## src/rtl/label_ram_writer_pkg.sv

```systemverilog
// ==== label_ram_writer_pkg: shared widths, FSM states and window helper (rev 1.0) ====
`default_nettype none

package label_ram_writer_pkg;

  localparam int LBL_ADDR_W = 8;
  localparam int LBL_DATA_W = 8;

  typedef enum logic [1:0] {
    ST_CLOSED = 2'd0,
    ST_OPEN   = 2'd1,
    ST_WRITE  = 2'd2
  } wr_state_t;

  function automatic logic in_window(input logic [9:0] y, input logic [9:0] lo,
                                     input logic [9:0] hi);
    return (y >= lo) && (y < hi);
  endfunction

endpackage

`default_nettype wire

```

## src/rtl/label_ram_writer_sync_fifo.sv

```systemverilog
// ==== sync_fifo: single-clock FIFO with occupancy count (rev 1.0) ====
`default_nettype none

module sync_fifo
  import label_ram_writer_pkg::*;
#(
  parameter int W     = LBL_ADDR_W + LBL_DATA_W,
  parameter int DEPTH = 16
) (
  input  logic                     px_clk,
  input  logic                     rst_n,
  input  logic                     push,
  input  logic                     pop,
  input  logic [W-1:0]             din,
  output logic [W-1:0]             dout,
  output logic                     full,
  output logic                     empty,
  output logic [$clog2(DEPTH):0]   count
);

  localparam int AW = $clog2(DEPTH);
  localparam logic [AW:0] FULL_CNT = (AW+1)'(DEPTH);

  logic [W-1:0]  mem [DEPTH];
  logic [AW-1:0] wr_ptr;
  logic [AW-1:0] rd_ptr;
  logic          do_push;
  logic          do_pop;

  // Full blocks the push even when a pop frees a slot in the same cycle.
  assign do_push = push && !full;
  assign do_pop  = pop && !empty;
  assign full    = (count == FULL_CNT);
  assign empty   = (count == '0);
  assign dout    = mem[rd_ptr];

  always_ff @(posedge px_clk or negedge rst_n) begin
    if (!rst_n) begin
      wr_ptr <= '0;
      rd_ptr <= '0;
      count  <= '0;
    end else begin
      if (do_push) wr_ptr <= wr_ptr + 1'b1;
      if (do_pop)  rd_ptr <= rd_ptr + 1'b1;
      case ({do_push, do_pop})
        2'b10:   count <= count + 1'b1;
        2'b01:   count <= count - 1'b1;
        default: count <= count;
      endcase
    end
  end

  always_ff @(posedge px_clk) begin
    if (do_push) mem[wr_ptr] <= din;
  end

endmodule

`default_nettype wire

```

## src/rtl/label_ram_writer.sv

```systemverilog
// ==== label_ram_writer: buffers host writes, commits them to label RAM in vblank (rev 1.0) ====
`default_nettype none

module label_ram_writer
  import label_ram_writer_pkg::*;
#(
  parameter int DEPTH    = 16,
  parameter int V_ACTIVE = 480,
  parameter int V_TOTAL  = 525,
  parameter int GUARD    = 2,
  parameter int MAX_WR   = 64
) (
  input  logic                   px_clk,
  input  logic                   rst_n,
  input  logic                   wr_valid,
  output logic                   wr_ready,
  input  logic [7:0]             wr_addr,
  input  logic [7:0]             wr_data,
  input  logic [9:0]             px_y,
  input  logic [7:0]             vid_addr,
  output logic [7:0]             ram_addr,
  output logic                   ram_we,
  output logic [7:0]             ram_din,
  output logic                   owns_port,
  output logic                   frame_done,
  output logic [$clog2(DEPTH):0] pending
);

  localparam int BW = $clog2(MAX_WR + 1);
  localparam logic [BW-1:0] BUDGET_MAX = BW'(MAX_WR);
  localparam logic [9:0]    WIN_LO     = 10'(V_ACTIVE);
  localparam logic [9:0]    WIN_HI     = 10'(V_TOTAL - GUARD);

  wr_state_t     state;
  logic          win;
  logic [BW-1:0] budget;
  logic [7:0]    addr_q;
  logic          full;
  logic          empty;
  logic          push;
  logic          pop;
  logic [15:0]   head;

  assign wr_ready = !full;
  assign push     = wr_valid && !full;
  // Pop and commit happen on the same edge, so ram_we is high exactly for the popped entry.
  assign pop      = win && !empty && (budget < BUDGET_MAX) && (state != ST_CLOSED);
  assign ram_addr = owns_port ? addr_q : vid_addr;

  sync_fifo #(
    .W     (16),
    .DEPTH (DEPTH)
  ) u_fifo (
    .px_clk (px_clk),
    .rst_n  (rst_n),
    .push   (push),
    .pop    (pop),
    .din    ({wr_addr, wr_data}),
    .dout   (head),
    .full   (full),
    .empty  (empty),
    .count  (pending)
  );

  always_ff @(posedge px_clk or negedge rst_n) begin
    if (!rst_n) begin
      state      <= ST_CLOSED;
      win        <= 1'b0;
      budget     <= '0;
      ram_we     <= 1'b0;
      addr_q     <= '0;
      ram_din    <= '0;
      owns_port  <= 1'b0;
      frame_done <= 1'b0;
    end else begin
      win        <= in_window(px_y, WIN_LO, WIN_HI);
      ram_we     <= 1'b0;
      frame_done <= 1'b0;
      if (pop) begin
        state   <= ST_WRITE;
        ram_we  <= 1'b1;
        addr_q  <= head[15:8];
        ram_din <= head[7:0];
        budget  <= budget + 1'b1;
      end else begin
        case (state)
          ST_CLOSED: begin
            if (win) begin
              state     <= ST_OPEN;
              owns_port <= 1'b1;
              budget    <= '0;
            end
          end
          ST_OPEN, ST_WRITE: begin
            if (!win) begin
              state      <= ST_CLOSED;
              owns_port  <= 1'b0;
              frame_done <= 1'b1;
            end else begin
              state <= ST_OPEN;
            end
          end
          default: begin
            state     <= ST_CLOSED;
            owns_port <= 1'b0;
          end
        endcase
      end
    end
  end

endmodule

`default_nettype wire
```

## config.mk

```make
export PLATFORM = sky130hd
export DESIGN_NAME = label_ram_writer
export DESIGN_NICKNAME = d
export VERILOG_FILES = /design/src/rtl/label_ram_writer_pkg.sv /design/src/rtl/label_ram_writer_sync_fifo.sv /design/src/rtl/label_ram_writer.sv
export SDC_FILE = /design/constraint.sdc
export NUM_CORES = 1
export LEC_CHECK = 0
export ABC_AREA = 1
export CAP_MARGIN = 25
export CORE_MARGIN = 4
export CORE_UTILIZATION = 51
export DETAILED_ROUTE_END_ITERATION = 7
export PLACE_DENSITY = 0.66
export SLEW_MARGIN = 5
export SYNTH_ARGS = -nofsm -noshare
export SYNTH_HDL_FRONTEND = slang
export SYNTH_SLANG_ARGS = --single-unit
```

## constraint.sdc

```tcl
create_clock -name px_clk -period 3.7 [get_ports px_clk]
set_input_delay 0.555 -clock px_clk [delete_from_list [all_inputs] [get_ports px_clk]]
set_output_delay 0.555 -clock px_clk [all_outputs]
set_load 0.01 [all_outputs]
```

**Yosys cells after proc, flatten, opt, wreduce, memory -nomap -nowiden**

Memory sizes are Yosys's and may differ from the RTL's. A register that Yosys moved wholly into a read port is not among the register bits.
Cells that the tools add are included.

- Word-level logic and storage cells: 64
- Memories kept: 1
- Register bits: 26
- RAM bits: 256

Memories:

| memory | words | bits a word | rd ports | clocked after memory_dff | wr ports | RTL line | source |
|---|---|---|---|---|---|---|---|
| u_fifo.mem | 16 | 16 | 1 | 1 | 1 | label_ram_writer_sync_fifo.sv:24 | `logic [W-1:0] mem [DEPTH];` |

- Equality and inequality tests: 8
- Reductions and logical operators: 19
- Bitwise operators: 1
- Muxes and demuxes: 18
- Add/sub/neg operators: 5
- Magnitude comparators: 3

Operators with widths:

| kind | count |
|---|---|
| two-way mux 7 bit | 3 |
| greater-or-equal comparator 10 x 9 -> 1 bit, second input constant | 1 |
| < comparator 10 bit, second input constant | 1 |
| case mux 5 bit (2 select lines) | 1 |
| two-way mux 1 bit | 9 |
| adder 4 x 1 -> 4 bit, second input constant | 2 |
| two-way mux 8 bit | 1 |
| nonzero test 2 bit | 4 |
| adder 7 x 1 -> 7 bit, second input constant | 1 |
| logical AND 1 bit | 7 |
| < comparator 7 bit, second input constant | 1 |
| adder 5 x 1 -> 5 bit, second input constant | 1 |
| == test 5 bit, second input constant | 1 |
| logical NOT 5 bit | 1 |
| subtractor 5 x 1 -> 5 bit, second input constant | 1 |
| == test 2 x 1 -> 1 bit, second input constant | 2 |
| == test 2 bit, second input constant | 2 |
| two-way mux 2 bit | 2 |
| != test 2 bit, second input constant | 2 |
| case mux 2 bit (2 select lines) | 1 |
| logical NOT 1 bit | 3 |
| != test 3 x 2 -> 1 bit, second input constant | 1 |
| AND reduction 3 bit | 1 |
| logical NOT 2 bit | 1 |
| other kinds (4) | 4 |

**Logic depth before layout (Yosys ltp)**

- Depth in word-level cells: 8
- Depth in mapped cells: 18
- Depth with buffers taken out: 16

**Cells and area by module**

A second synthesis with hierarchy kept.

- Cells, all modules: 1287
- Area, all modules: 13008.7 um2

By module, submodules not included:

| module | area an instance (um2) | cells an instance | seq. area each (um2) | times used |
|---|---|---|---|---|
| sync_fifo | 11598.6 | 1119 | 8012.7 | 1 |
| label_ram_writer | 1410.1 | 168 | 725.7 | 1 |

**Worst setup path after synthesis**

Ideal clock, no wire load.

- Path type: reg2reg
- Start: register u_fifo.count[0]
- End: memory u_fifo.mem[10][0] (enable)
- Stages on the path, launching flop included: 6
- Arrival: 2160 ps
- Required time: 3291 ps
- Setup slack: 1131 ps
- Period minus slack after synthesis: 2569 ps
- Path buffers: 1
- Library setup time: 409 ps
- Cells stage by stage: dfrtp_1 -> inv_1 -> nand4_1 -> nand2_1 -> buf_2 -> nor3_1

- Cells in the longest elaborated chain, start to end: 6

Ends and longest elaborated chain:

| element | RTL line | source |
|---|---|---|
| start, declared | label_ram_writer_sync_fifo.sv:18 | `output logic [$clog2(DEPTH):0] count` |
| start signal, assigned | label_ram_writer_sync_fifo.sv:46 | `2'b10: count <= count + 1'b1;` |
| start signal, assigned | label_ram_writer_sync_fifo.sv:47 | `2'b01: count <= count - 1'b1;` |
| start signal, assigned | label_ram_writer_sync_fifo.sv:48 | `default: count <= count;` |
| == test 5 bit (*) | label_ram_writer_sync_fifo.sv:33 | `assign full = (count == FULL_CNT);` |
| logical NOT 1 bit (*) | n/a |  |
| via wr_ready | label_ram_writer.sv:16 | `output logic wr_ready,` |
| logical AND 1 bit | label_ram_writer.sv:45 | `assign push = wr_valid && !full;` |
| logical AND 1 bit (*) | label_ram_writer_sync_fifo.sv:31 | `assign do_push = push && !full;` |
| two-way mux 1 bit (*) | label_ram_writer_sync_fifo.sv:54 | `if (do_push) mem[wr_ptr] <= din;` |
| two-way mux 1 bit (not written as such) (*) | label_ram_writer_sync_fifo.sv:54 |  |
| end, declared | label_ram_writer_sync_fifo.sv:24 |  |

The timed path passes the listed nets; every way through them passes the cells marked *.

**Worst setup path in the final report**

- Start: register state[0]
- End: register u_fifo.count[4]

- Cells in the longest elaborated chain, start to end: 5

Ends and longest elaborated chain:

| element | RTL line | source |
|---|---|---|
| start, declared | label_ram_writer.sv:34 | `wr_state_t state;` |
| start signal, assigned | label_ram_writer.sv:67 | `state <= ST_CLOSED;` |
| start signal, assigned | label_ram_writer.sv:80 | `state <= ST_WRITE;` |
| start signal, assigned | label_ram_writer.sv:89 | `state <= ST_OPEN;` |
| nonzero test 2 bit (*) | label_ram_writer.sv:47 | `assign pop = win && !empty && (budget < BUDGET_MAX) && (state != ST_CLOSED);` |
| logical AND 1 bit (*) | label_ram_writer.sv:47 |  |
| logical AND 1 bit (*) | label_ram_writer_sync_fifo.sv:32 | `assign do_pop = pop && !empty;` |
| via u_fifo.do_pop | label_ram_writer_sync_fifo.sv:28 | `logic do_pop;` |
| == test 2 x 1 -> 1 bit / == test 2 bit (equally long branches) | label_ram_writer_sync_fifo.sv:45 | `case ({do_push, do_pop})` |
| case mux 5 bit (2 select lines) / nonzero test 2 bit (equally long branches) | n/a |  |

Marks and branches as above.
A chain may end at the register's enable or synchronous reset.

==> out/results.ini <==
[critical_path]
crit_start=state[0]
cp_slowest_cell=dfrtp_1
start_kind=register
worstRegToRegCells=15
endpoint_kind=register
worstPathRequired_ns=4.15
rrSetupSlack_ns=1.09
cp-endpoint=u_fifo.count[4]
crit_path_frequent_cell=nand2_1
worstPathCellList=inv_1 > ha_1 > nor3_1 > nand2_2 > inv_1 > ha_1 > xor2_1 > ha_1 > inv_1 > nand2_1 > nand3_1 > nand3_1 > nand2_1 > nand2_1 > nand2_1
r2r_start=state[0]
r2r_end=u_fifo.count[4]
slowest_delay_ns=0.35
path_max_fanout=25
cp.arrival_ns=3.05
crit_type=register to register

[min_path]
min_path_type=primary input to async pin

[clocking]
post_cts_buffers=0
cts_tree=done
clkSinkCount=298
clockBufferDepth=3
cts-root-buf=clkbuf_16
clock_latency_ns=0.55
numCtsBuffers=30
cts.clk_slew.worst_paths_ns=0.06
htreeDepth=1

[drt]
drc_errors=0
num_vias=8976
wirelength_um=30600
wl_per_cell_um=17.7
vias_per_cell=5.18
ant_nets=0
first_pass_iters=5
drtIter0Drc=935

[layout]
antenna_cells=0
seq_area_um2=8740
multi_input_area_um2=3290
nets=1430
fillers=2059
drive_gt1_frac=0.0684
area_growth_pct=15.5

[floorplan]
start_util=0.519
die_area_um2=28300
die_y_um=168
ios=62
row_count=58
core_area_um2=25300
die-width_um=168

[placement]
place.gp.congestion=0.796
dp_hpwl_um=18000
port_buffers=61

[yosys]
syn-num-nets=1363
synth_top_area_cell=edfxtp_1
ys_types=26
ys_warn_count=0
synth.most_common_cell=nand2_1
synth_top_cells_by_count=nand2_1, edfxtp_1, inv_1
synth_cells=1315
synth_top_area_frac=0.586
ys_top_cells_by_area=edfxtp_1, nand2_1, dfrtp_1
async_flop_share=0.141
ys.flop_type=edfxtp_1
yosysSeqAreaShare=0.666
synth_seq_cells=298
syn_area_um2=13100
syn_area_per_cell_um2=9.97
synth_edf_count=256

[pwr]
p_leak_nw=6.62
ir_drop_mv=0.625
switching_share=0.315
switchingPower_mw=3.00
combPwrFrac=0.251
clockPowerShare=0.308
internal_power_mw=6.54
power.density_nw_per_um2=630
power_frac_seq=0.441

[status]
status=finished, final reports clean

[sta]
max_slew.worst_pin.slew_ns=1.05
grt_setup_unrepaired=no
hold-worst-slack_ns=0.446
timing.setup.tns_ns=0
setup-violations-final=0
fin_skew_ns=0.0184
relSlewSlack=0.296
hold_viol_final=0
finalCritPeriodShare=0.705
fin_crit_ns=2.61
drv_slew=0
fmax_ghz=0.383

[global_routing]
grt_max_degree=131
overflow=0
antenna_found_initial=0
grt_pass1_vias=8752
grt_use_total=0.215
grt_pass1_wl_um=47800

[flow_run]
maxCapViolations=0

## worst max-delay path, delay by kind of cell (launching register included)
| kind | cells | cell delay [ns] |
|---|---|---|
| buf+inv | 3 | 0.26 |
| xor+xnor | 1 | 0.22 |
| simple gates | 8 | 0.97 |
| flops | 1 | 0.35 |
| fa+ha+maj | 3 | 0.70 |
## routing by layer
layer | GRT usage | part of all wire | up-vias
met5 | 0 | 0 | -
met4 | 0.0663 | 0.027 | 0
met3 | 0.0319 | 0.078 | 52
met2 | 0.355 | 0.47 | 340
met1 | 0.296 | 0.43 | 4236
li1 | - | - | 4348
## registers in the layout (all words and copies together), names as in the netlist
| name | cells |
|---|---|
| budget | 7 |
| u_fifo.wr_ptr | 4 |
| win | 1 |
| state | 2 |
| ram_we | 1 |
| u_fifo.rd_ptr | 4 |
| frame_done | 1 |
| addr_q | 8 |
| u_fifo.count | 5 |
| ram_din | 8 |
| u_fifo.mem | 256 |
| owns_port | 1 |
## final cells by class
cell class	count	share of cell area
repair buffers	94	0.0590
clock buffers	38	0.0529
well taps	330	0.0273
clock inverters	16	0.00983
multi-input cells	729	0.217
inverters	229	0.0568
flip-flops and latches	298	0.577
## layout by cell type (no fill, tap or decap)
master	count
inv_2	2
xor2_1	9
bufinv_16	3
xnor2_1	2
a21boi_0	1
buf_12	3
clkbuf_1	7
ha_1	11
nand3_1	204
clkdlybuf4s50_1	60
nand3b_1	1
nor2_1	11
a211oi_1	1
inv_1	224
buf_2	1
nand4_1	3
a21oi_1	2
dlygate4sd3_1	1
nand2_2	2
clkinv_2	6
dfrtp_1	40
o21ai_0	16
buf_4	29
edfxtp_1	256
o22ai_1	4
dfrtp_2	1
nand2_1	444
clkinvlp_4	1
clkinv_1	9
nor2_2	4
nor3_2	12
dfrtp_4	1
nor4_1	1
clkbuf_16	31
nor3_1	1
## metrics by stage
stage                     setup WS (ns)   util  instances  power, mW  cell area, um2
after global routing              0.823  0.600       1734       10.0           15100
after CTS                          1.10  0.599       1732       9.59           15100
final                              1.09  0.600       1734       9.54           15100
after detailed placement          0.979  0.561       1678       6.66           14200
after global placement            0.986  0.561       1678       6.61           14200
after floorplan                    1.13      -       1315       5.79           13100
## kinds of logic after synthesis
family | count (synthesis) | synth area share
fa+ha+maj | 11 | 0.0105
buf+inv | 288 | 0.0884
flops | 298 | 0.666
xor+xnor | 11 | 0.00735
compound gates | 24 | 0.00992
simple gates | 683 | 0.218
## power by group through the flow
stage / Clock (mW) / Combinational, mW / Sequential (mW)
4_1_cts: 2.98 / 2.40 / 4.21
6_report: 2.94 / 2.40 / 4.21
3_5_place_dp: 0 / 2.38 / 4.27
5_1_grt: 3.11 / 2.68 / 4.24
2_1_floorplan: 0 / 1.54 / 4.25
3_3_place_gp: 0 / 2.35 / 4.26
## how the worst min path moves through the flow
stage	startpoint	end	slack (ns)	cells after the start
6_report	rst_n	ram_we	0.45	2
5_1_grt	rst_n	ram_we	0.47	2
4_1_cts	rst_n	ram_din[6]	0.18	1
3_5_place_dp	win	frame_done	0.45	1
3_3_place_gp	win	frame_done	0.45	1
2_1_floorplan	rst_n	addr_q[0]	0.26	0
## repair_timing
item                                   CTS  global route
hold buffers                             0             1
endpoints found under the hold margin    0            14
gates resized for setup                  0             0
Note: power is estimated with default switching activity, not from simulation.
